**config.mk**
```make
export PLATFORM = sky130hd
export DESIGN_NAME = multi_channel_blink_timer
export DESIGN_NICKNAME = d
export VERILOG_FILES = /design/src/rtl/blink_timer_pkg.sv /design/src/rtl/blink_timer_channel.sv /design/src/rtl/multi_channel_blink_timer.sv
export SDC_FILE = /design/constraint.sdc
export NUM_CORES = 1
export LEC_CHECK = 0
export ABC_AREA = 1
export BUFFER_PORTS_ARGS = -buffer_cell sky130_fd_sc_hd__buf_2
export CAP_MARGIN = 20
export CORE_UTILIZATION = 60
export DETAILED_ROUTE_END_ITERATION = 10
export PLACE_DENSITY = 0.78
export SLEW_MARGIN = 20
export SYNTH_ARGS = -nofsm -noshare
export SYNTH_HDL_FRONTEND = slang
export SYNTH_HIERARCHICAL = 1
export SYNTH_SLANG_ARGS = --single-unit
```
**constraint.sdc**
```tcl
create_clock -name clk -period 6.9 [get_ports clk]
set_input_delay 0.345 -clock clk [delete_from_list [all_inputs] [get_ports clk]]
set_output_delay 0.345 -clock clk [all_outputs]
set_load 0.1 [all_outputs]
```
**src/rtl/blink_timer_pkg.sv**
```systemverilog
// Package blink_timer_pkg
// Purpose: shared mode codes and per-channel FSM state encodings for the
//          multi-channel blink timer.
// Contents: MODE_TOGGLE/PULSE/PWM/ONESHOT (2-bit), state_t {ST_IDLE, ST_RUN, ST_DONE}.
package blink_timer_pkg;

    localparam logic [1:0] MODE_TOGGLE  = 2'b00;
    localparam logic [1:0] MODE_PULSE   = 2'b01;
    localparam logic [1:0] MODE_PWM     = 2'b10;
    localparam logic [1:0] MODE_ONESHOT = 2'b11;

    typedef enum logic [1:0] {
        ST_IDLE = 2'b00,
        ST_RUN  = 2'b01,
        ST_DONE = 2'b10
    } state_t;

endpackage

```
**src/rtl/blink_timer_channel.sv**
```systemverilog
// Module blink_timer_channel
// Purpose: one blink channel -- counter, shadowed mode/period/duty, control FSM
//          and the registered output.
// Ports:
//   clk      in   system clock
//   rstb     in   asynchronous active-low reset
//   tick     in   count enable (1 every clk, or the shared prescaler strobe)
//   ena      in   channel enable; low clears the channel on the next edge
//   mode     in   2-bit mode (toggle / pulse / pwm / oneshot)
//   cnt_max  in   period P in ticks
//   duty     in   duty D in ticks
//   out      out  registered channel output
//   wrap     out  1-clk strobe on counter wrap P-1 -> 0
//   run      out  channel is in ST_RUN
//
// state   | meaning
// --------+--------------------------------------------------------------
// ST_IDLE | cleared; waits for ena=1 with P!=0, then loads shadows
// ST_RUN  | counting ticks, output driven according to the shadowed mode
// ST_DONE | oneshot finished, output low; leaves only when ena drops
module blink_timer_channel
    import blink_timer_pkg::*;
#(
    parameter int CNT_W = 32
) (
    input  logic             clk,
    input  logic             rstb,
    input  logic             tick,
    input  logic             ena,
    input  logic [1:0]       mode,
    input  logic [CNT_W-1:0] cnt_max,
    input  logic [CNT_W-1:0] duty,
    output logic             out,
    output logic             wrap,
    output logic             run
);

    localparam logic [CNT_W-1:0] ONE = CNT_W'(1);

    state_t           state, state_nxt;
    logic [CNT_W-1:0] cnt, cnt_nxt;
    logic [CNT_W-1:0] per_s, per_nxt;
    logic [CNT_W-1:0] duty_s, duty_nxt;
    logic [1:0]       mode_s, mode_nxt;
    logic             out_nxt, wrap_nxt;
    logic             at_end;

    always_ff @(posedge clk or negedge rstb) begin
        if (!rstb) begin
            state  <= ST_IDLE;
            cnt    <= '0;
            per_s  <= '0;
            duty_s <= '0;
            mode_s <= MODE_TOGGLE;
            out    <= 1'b0;
            wrap   <= 1'b0;
        end else begin
            state  <= state_nxt;
            cnt    <= cnt_nxt;
            per_s  <= per_nxt;
            duty_s <= duty_nxt;
            mode_s <= mode_nxt;
            out    <= out_nxt;
            wrap   <= wrap_nxt;
        end
    end

    always_comb begin
        state_nxt = state;
        cnt_nxt   = cnt;
        per_nxt   = per_s;
        duty_nxt  = duty_s;
        mode_nxt  = mode_s;
        out_nxt   = out;
        wrap_nxt  = 1'b0;
        at_end    = (cnt == per_s - ONE);

        if (!ena) begin
            state_nxt = ST_IDLE;
            cnt_nxt   = '0;
            out_nxt   = 1'b0;
        end else begin
            case (state)
                ST_IDLE: begin
                    out_nxt = 1'b0;
                    if (cnt_max != '0) begin
                        mode_nxt = mode;
                        per_nxt  = cnt_max;
                        duty_nxt = duty;
                        cnt_nxt  = '0;
                        // counter starts at 0, so PWM and oneshot are high iff D>0
                        if (mode == MODE_PWM || mode == MODE_ONESHOT)
                            out_nxt = (duty != '0);
                        if (mode == MODE_ONESHOT && duty == '0)
                            state_nxt = ST_DONE;
                        else
                            state_nxt = ST_RUN;
                    end
                end
                ST_RUN: begin
                    if (mode_s == MODE_PULSE)
                        out_nxt = 1'b0;
                    if (tick) begin
                        if (mode_s == MODE_ONESHOT && cnt == duty_s - ONE) begin
                            state_nxt = ST_DONE;
                            out_nxt   = 1'b0;
                        end else if (at_end) begin
                            // period boundary: the only point where config is re-sampled
                            wrap_nxt = 1'b1;
                            cnt_nxt  = '0;
                            mode_nxt = mode;
                            per_nxt  = cnt_max;
                            duty_nxt = duty;
                            if (cnt_max == '0) begin
                                state_nxt = ST_IDLE;
                                out_nxt   = 1'b0;
                            end else begin
                                case (mode)
                                    MODE_TOGGLE: out_nxt = ~out;
                                    MODE_PULSE:  out_nxt = 1'b1;
                                    MODE_PWM:    out_nxt = (duty != '0);
                                    default:     out_nxt = out;
                                endcase
                            end
                        end else begin
                            cnt_nxt = cnt + ONE;
                            if (mode_s == MODE_PWM)
                                out_nxt = ((cnt + ONE) < duty_s);
                        end
                    end
                end
                ST_DONE: out_nxt = 1'b0;
                default: begin
                    state_nxt = ST_IDLE;
                    out_nxt   = 1'b0;
                end
            endcase
        end
    end

    assign run = (state == ST_RUN);

endmodule

```
**src/rtl/multi_channel_blink_timer.sv**
```systemverilog
// Module multi_channel_blink_timer
// Purpose: N-channel LED blink timer; each channel independently runs toggle,
//          pulse, PWM or oneshot with shadowed period/duty.
// Optional feature: BLINK_PRESCALER_EN adds a shared tick prescaler; without it
//          every clk is a tick and i_prescale is ignored.
// Ports:
//   clk        in   system clock
//   rstb       in   asynchronous active-low reset
//   i_ena      in   per-channel enable
//   i_mode     in   per-channel mode, ch k at [2k+1:2k]
//   i_cntMax   in   per-channel period, ch k at [k*CNT_W +: CNT_W]
//   i_duty     in   per-channel duty, same packing
//   i_prescale in   tick divider (tick every i_prescale+1 clks)
//   o_out      out  registered channel outputs
//   o_wrap     out  per-channel 1-clk wrap strobe
//   o_busy     out  any channel running
module multi_channel_blink_timer
    import blink_timer_pkg::*;
#(
    parameter int N_CH  = 4,
    parameter int CNT_W = 32,
    parameter int PRE_W = 16
) (
    input  logic                  clk,
    input  logic                  rstb,
    input  logic [N_CH-1:0]       i_ena,
    input  logic [2*N_CH-1:0]     i_mode,
    input  logic [N_CH*CNT_W-1:0] i_cntMax,
    input  logic [N_CH*CNT_W-1:0] i_duty,
    input  logic [PRE_W-1:0]      i_prescale,
    output logic [N_CH-1:0]       o_out,
    output logic [N_CH-1:0]       o_wrap,
    output logic                  o_busy
);

    logic            tick;
    logic [N_CH-1:0] run;

`ifdef BLINK_PRESCALER_EN
    logic [PRE_W-1:0] pre_cnt;

    // >= rather than == so lowering i_prescale below pre_cnt cannot stall ticks
    assign tick = (pre_cnt >= i_prescale);

    always_ff @(posedge clk or negedge rstb) begin
        if (!rstb)
            pre_cnt <= '0;
        else if (i_ena == '0 || tick)
            pre_cnt <= '0;
        else
            pre_cnt <= pre_cnt + PRE_W'(1);
    end
`else
    logic unused_prescale;
    assign unused_prescale = ^i_prescale;
    assign tick = 1'b1;
`endif

    for (genvar k = 0; k < N_CH; k++) begin : g_ch
        blink_timer_channel #(.CNT_W(CNT_W)) u_ch (
            .clk     (clk),
            .rstb    (rstb),
            .tick    (tick),
            .ena     (i_ena[k]),
            .mode    (i_mode[2*k +: 2]),
            .cnt_max (i_cntMax[k*CNT_W +: CNT_W]),
            .duty    (i_duty[k*CNT_W +: CNT_W]),
            .out     (o_out[k]),
            .wrap    (o_wrap[k]),
            .run     (run[k])
        );
    end

    assign o_busy = |run;

endmodule

```
After elaboration in Yosys (flattened, before gate mapping)
Index checks and enable logic that the tools add are counted.

$add $sub $neg: 12. Order comparisons: 4. Bitwise logic cells: 4. Mux-type cells: 152. Reduce and logical (&&, ||, !) cells: 57. Equality and inequality tests: 84.

Operators with widths (count): $mux W32 (40); $pmux W32 S2 (12); $eq A32 B32 Y1 (8); $logic_not A32 Y1 (8); $reduce_bool A32 Y1 (8); $sub A32 B1 Y32 const B (8); $add A32 B1 Y32 const B (4); $lt A32 B32 Y1 (4); $mux W2 (36); $mux W1 (48); $eq A2 B2 Y1 const B (20); $ne A4 B4 Y1 const B (8); $ne A8 B8 Y1 const B (4); $eq A2 B1 Y1 const B (12); $ne A2 B2 Y1 const B (12); $ne A6 B6 Y1 const B (4); $pmux W2 S3 (4); $reduce_and A5 Y1 (4); $logic_not A2 Y1 (8); $pmux W2 S2 (4); $reduce_and A4 Y1 (4); $ne A3 B1 Y1 const B (4); $ne A3 B2 Y1 const B (4); $ne A3 B3 Y1 const B (4); other kinds (10) (41).

Logic and storage cells: 341. Register bits after elaboration: 408. Output and inout bits: 9.

Depth between registers and ports, before layout
Depth in word-level cells: 7. Depth in mapped cells: 28. Depth with buffers taken out: 28.

Hierarchy
Netlist, hierarchy kept.

By module, submodules not included: blink_timer_channel (g_ch[3].u_ch) (instances 1, area an instance 9564.2 um2, seq. area each 2552.4 um2, cells an instance 1486); blink_timer_channel (g_ch[0].u_ch) (instances 1, area an instance 9262.6 um2, seq. area each 2552.4 um2, cells an instance 1485); blink_timer_channel (g_ch[2].u_ch) (instances 1, area an instance 9201.3 um2, seq. area each 2552.4 um2, cells an instance 1473); blink_timer_channel (g_ch[1].u_ch) (instances 1, area an instance 9165.0 um2, seq. area each 2552.4 um2, cells an instance 1400); multi_channel_blink_timer (instances 1, area an instance 15.0 um2, seq. area each 0.0 um2, cells an instance 4).

Least setup slack after synthesis
Ideal clock, no wire load.

Path kind: flip-flop to flip-flop. Start point: reg g_ch[2].u_ch.cnt[0]. End point: reg g_ch[2].u_ch.out. Clock period less this slack: 3.245 ns. Library setup time: 0.121 ns. Cell stages (with the launch flop): 27. Path slack: 3.655 ns. Buffers on the path: 0. Arrival: 3.124 ns. Data required time: 6.779 ns. Path through: dfrtp_1 -> ha_1 -> nand4_1 -> nor2_1 -> nand2_1 -> nor2_1 -> nand3_1 -> nor2_1 -> nand4_1 -> nor2_1 -> nand2_1 -> nor2_1 -> xor2_1 -> inv_1 -> ha_1 -> nand4_1 -> inv_1 -> nand2_1 -> o21a_1 -> nand2_1 -> nand2_1 -> nand2_1 -> nand2_1 -> nand4_1 -> nand2_1 -> nand3_1 -> nand2_1.

Longest elaborated chain between the ends: 7.

RTL lines: start, declared (RTL line blink_timer_channel.sv:41) `logic [CNT_W-1:0] cnt, cnt_nxt;`; start signal, assigned (RTL line blink_timer_channel.sv:59) `cnt <= cnt_nxt;`; $add A32 B1 Y32 (RTL line blink_timer_channel.sv:128) `out_nxt = ((cnt + ONE) < duty_s);`; $lt A32 B32 Y1 (RTL line blink_timer_channel.sv:128); $mux W1 (RTL line blink_timer_channel.sv:127) `if (mode_s == MODE_PWM)`; $mux W1 (RTL line blink_timer_channel.sv:107) `end else if (at_end) begin`; $mux W1 (RTL line blink_timer_channel.sv:104) `if (mode_s == MODE_ONESHOT && cnt == duty_s - ONE) begin`; $pmux W1 S2 (RTL line blink_timer_channel.sv:83) `case (state)`; $mux W1 (RTL line blink_timer_channel.sv:78) `if (!ena) begin`; end signal, assigned (RTL line blink_timer_channel.sv:63) `out <= out_nxt;`; end, declared (RTL line blink_timer_channel.sv:33) `output logic out,`.

Parallel ways exist; a longest one is shown, timed or not. A chain may end at the register's enable or synchronous reset.

Worst setup path after layout
Start point: reg g_ch[3].u_ch.per_s[2]. End point: reg g_ch[3].u_ch.duty_s[22].

Longest elaborated chain between the ends: 4.

RTL lines: start, declared (RTL line blink_timer_channel.sv:42) `logic [CNT_W-1:0] per_s, per_nxt;`; start signal, assigned (RTL line blink_timer_channel.sv:60) `per_s <= per_nxt;`; $sub A32 B1 Y32 (RTL line blink_timer_channel.sv:76) `at_end = (cnt == per_s - ONE);`; $eq A32 B32 Y1 (RTL line blink_timer_channel.sv:76); $ne A2 B2 Y1 (no line); $reduce_and A5 Y1 (no line); end signal, assigned (RTL line blink_timer_channel.sv:61) `duty_s <= duty_nxt;`; end, declared (RTL line blink_timer_channel.sv:43) `logic [CNT_W-1:0] duty_s, duty_nxt;`.

Every way passes these cells.

==> impl_metrics.json <==
{
  "routed_wl_microns": 123000,
  "power_density_nw_per_um2": 332,
  "rsz0062_at_grt": "no",
  "worstSetupPathDepth": 15,
  "slew-limit-headroom": 0.297,
  "post-route-period-util": 0.674,
  "crit_type": "reg -> reg",
  "rows": 90,
  "start_kind": "register",
  "fin_worst_skew_ns": 0.0156,
  "cap_violations": 0,
  "portBuffers": 278,
  "tritoncts": "done",
  "cp_top_family": "simple AND/OR/NAND/NOR gates",
  "clk_pin_slew_ns": 0.06,
  "arrival_ns": 5.12,
  "dieArea_sq_um": 63000,
  "hold_depth": 3,
  "cts_sinks": 408,
  "grt_pass1_wl_microns": 194000,
  "p_leak_nw": 21.3,
  "die-width_microns": 251,
  "cp_slowest_cell": "buf_4",
  "antenna_found_initial": 6,
  "dpl.cell_count": 6746,
  "ys_types": 60,
  "hold_violations": 0,
  "synthCells": 5848,
  "fin_cells": 7030,
  "status": "finished clean",
  "root_buffer": "clkbuf_16",
  "cts_buffers": 50,
  "drc": 0,
  "finalMaxSlewViolations": 0,
  "final_cell_mix": "nand2_1, nor2_1, inv_1",
  "synthFlopType": "dfrtp_1",
  "ys_ff_latch": 408,
  "syn-cell-area_sq_um": 37200,
  "crit_chain": "nor2_1 -> nand2_2 -> nor2_2 -> nand2_1 -> o21ai_1 -> nand2_1 -> nor2_1 -> nand2_1 -> nor2_1 -> nand3_2 -> nand2_2 -> nand3_4 -> buf_4 -> nor2_1 -> a21oi_2",
  "grt_usage": 0.384,
  "wl_per_cell_microns": 17.5,
  "htree_levels": 2,
  "crit_path_end_kind": "register",
  "whs_ns": 0.0221,
  "final_layout_size_suffix_gt1_frac": 0.0964,
  "ant_nets": 0,
  "critPathRequiredTime_ns": 7.37,
  "core_sq_um": 60800,
  "nets": 6647,
  "worstPathMaxFanout": 68,
  "grt_start_max_net_pins": 130,
  "fillers": 5430,
  "ios": 295,
  "fin_crit_ns": 4.65,
  "setup_tns_ns": 0,
  "post_cts.repair.setup_buffers": 0,
  "grt_overflow_total": 0,
  "synth-edff-count": 0,
  "setup_viol": 0,
  "dp_slack_ns": 2.43,
  "path_buf_inv": 1,
  "hpwl_microns": 94300,
  "async_reset_ff_frac": 1.00,
  "layout_commonest_cell": "nand2_1",
  "place_congestion": 1.03,
  "syn_avg_cell_area_sq_um": 6.36,
  "min_path_type": "in -> reg",
  "slowest_delay_ns": 0.62,
  "tightest_slew_ns": 1.05,
  "final_util": 0.699,
  "syn_to_final_growth_pct": 14.2,
  "initial_core_util": 0.612,
  "die_h_microns": 251,
  "ff2ff_path_depth": 15,
  "path_common_cell": "nor2_1",
  "post_drt_via_cell_ratio": 5.64,
  "ir_worst_vdd_mv": 0.304,
  "routed-via-count": 39700,
  "clk_latency_ns": 0.62,
  "fmax_mhz": 215,
  "clockBufferDepth": 3,
  "yosysWarnings": 6,
  "ys_seq_area_frac": 0.274,
  "grt_pass1_vias": 37100,
  "fin_ws_ns": 2.25,
  "drt_iter0_markers": 4057,
  "dr.pass1.iters": 6
}
-- what timing repair did --
item                                    CTS  global route
hold buffers                            189             0
endpoints found under the setup margin    0             0
endpoints found under the hold margin   296             0
resized for setup                         0             0
-- worst register-to-register path, cell delays in order (launching register included) --
cell     delay [ns]
dfrtp_1        0.45
nor2_1         0.14
nand2_2        0.10
nor2_2         0.46
nand2_1        0.29
o21ai_1        0.20
nand2_1        0.15
nor2_1         0.12
nand2_1        0.07
nor2_1         0.16
nand3_2        0.50
nand2_2        0.27
nand3_4        0.59
buf_4          0.62
nor2_1         0.34
a21oi_2        0.04
-- synthesized netlist by cell type, types with 27 or more instances --
master	number	area (sq um)
o21ai_1	68	340
nand2_2	27	169
inv_1	675	2530
a21oi_2	74	648
ha_1	156	1950
nor2_2	59	369
nand3_1	488	2440
nand2_1	1628	6110
nor3_1	55	275
a21oi_1	129	646
nor2_1	894	3360
nand3b_1	29	218
buf_6	28	315
xor2_1	266	2330
dfrtp_1	408	10200
o21ai_0	247	1240
nor4_1	74	463
xnor2_1	97	850
clkbuf_1	90	338
nand4_1	145	907
buf_2	62	310
-- where the power goes --
part | switching (mW) | internal [mW] | total [mW] | leakage, nW
combinational | 4.52 | 2.29 | 6.81 | 15.3
clock | 1.12 | 1.87 | 2.99 | 0.897
sequential | 1.14 | 3.18 | 4.32 | 5.09
total | 6.79 | 7.34 | 14.1 | 21.3
-- through the flow --
stage	total power, mW	area [sq um]
4_1_cts	14.0	42500
3_5_place_dp	10.9	38800
2_1_floorplan	9.18	37300
3_3_place_gp	10.7	38800
5_1_grt	15.2	42500
6_report	14.1	42500
-- registers in the layout, indices dropped and copies added (netlist names) --
name,cells
g_ch.u_ch/duty_s,128
g_ch.u_ch/out,4
g_ch.u_ch/cnt,128
g_ch.u_ch/state,8
g_ch.u_ch/wrap,4
g_ch.u_ch/per_s,128
g_ch.u_ch/mode_s,8
-- cells by family after synthesis --
family,after synthesis,synth area share
AND/OR/NAND/NOR,3462,0.400
buffers and inverters,883,0.0979
AO/OA/AOI/OAI,574,0.0889
flip-flops,408,0.274
XOR/XNOR,364,0.0861
adder cells (fa/ha/maj),156,0.0525
other,1,0.000101
-- path summary, 6_finish.rpt --
check | start | end | slack [ns]
worst max-delay path | g_ch[3].u_ch/per_s[2]$_DFFE_PN0P_ | g_ch[3].u_ch/duty_s[22]$_DFFE_PN0P_ | 2.25
worst min-delay path | i_cntMax[64] | g_ch[2].u_ch/per_s[0]$_DFFE_PN0P_ | 0.02
worst max register to register | g_ch[3].u_ch/per_s[2]$_DFFE_PN0P_ | g_ch[3].u_ch/duty_s[22]$_DFFE_PN0P_ | 2.25
worst min register to register | g_ch[1].u_ch/mode_s[1]$_DFFE_PN0P_ | g_ch[1].u_ch/mode_s[1]$_DFFE_PN0P_ | 0.49
max in group asynchronous | rstb | g_ch[0].u_ch/per_s[9]$_DFFE_PN0P_ | 4.92
min in group asynchronous | rstb | g_ch[0].u_ch/duty_s[23]$_DFFE_PN0P_ | 0.43
-- final cells by class --
type / instances / area [sq um] / share of cell area
sequential: 408 / 10200 / 0.240
clock buffer: 67 / 1440 / 0.0339
clock inverter: 23 / 402 / 0.00945
inverter: 693 / 2600 / 0.0612
timing repair buffer: 483 / 3440 / 0.0809
tap: 782 / 978 / 0.0230
multi-input combinational: 4569 / 23400 / 0.551
antenna: 5 / 12.5 / 0.000294
-- layer usage --
| metal | track usage | up-vias | part of all wire |
|---|---|---|---|
| li1 | - | 19400 | - |
| met1 | 0.534 | 18300 | 0.44 |
| met2 | 0.603 | 1674 | 0.44 |
| met3 | 0.0666 | 267 | 0.089 |
| met4 | 0.132 | 4 | 0.033 |
| met5 | 0 | - | 0.00019 |
Power figures use the tool's default switching activity.
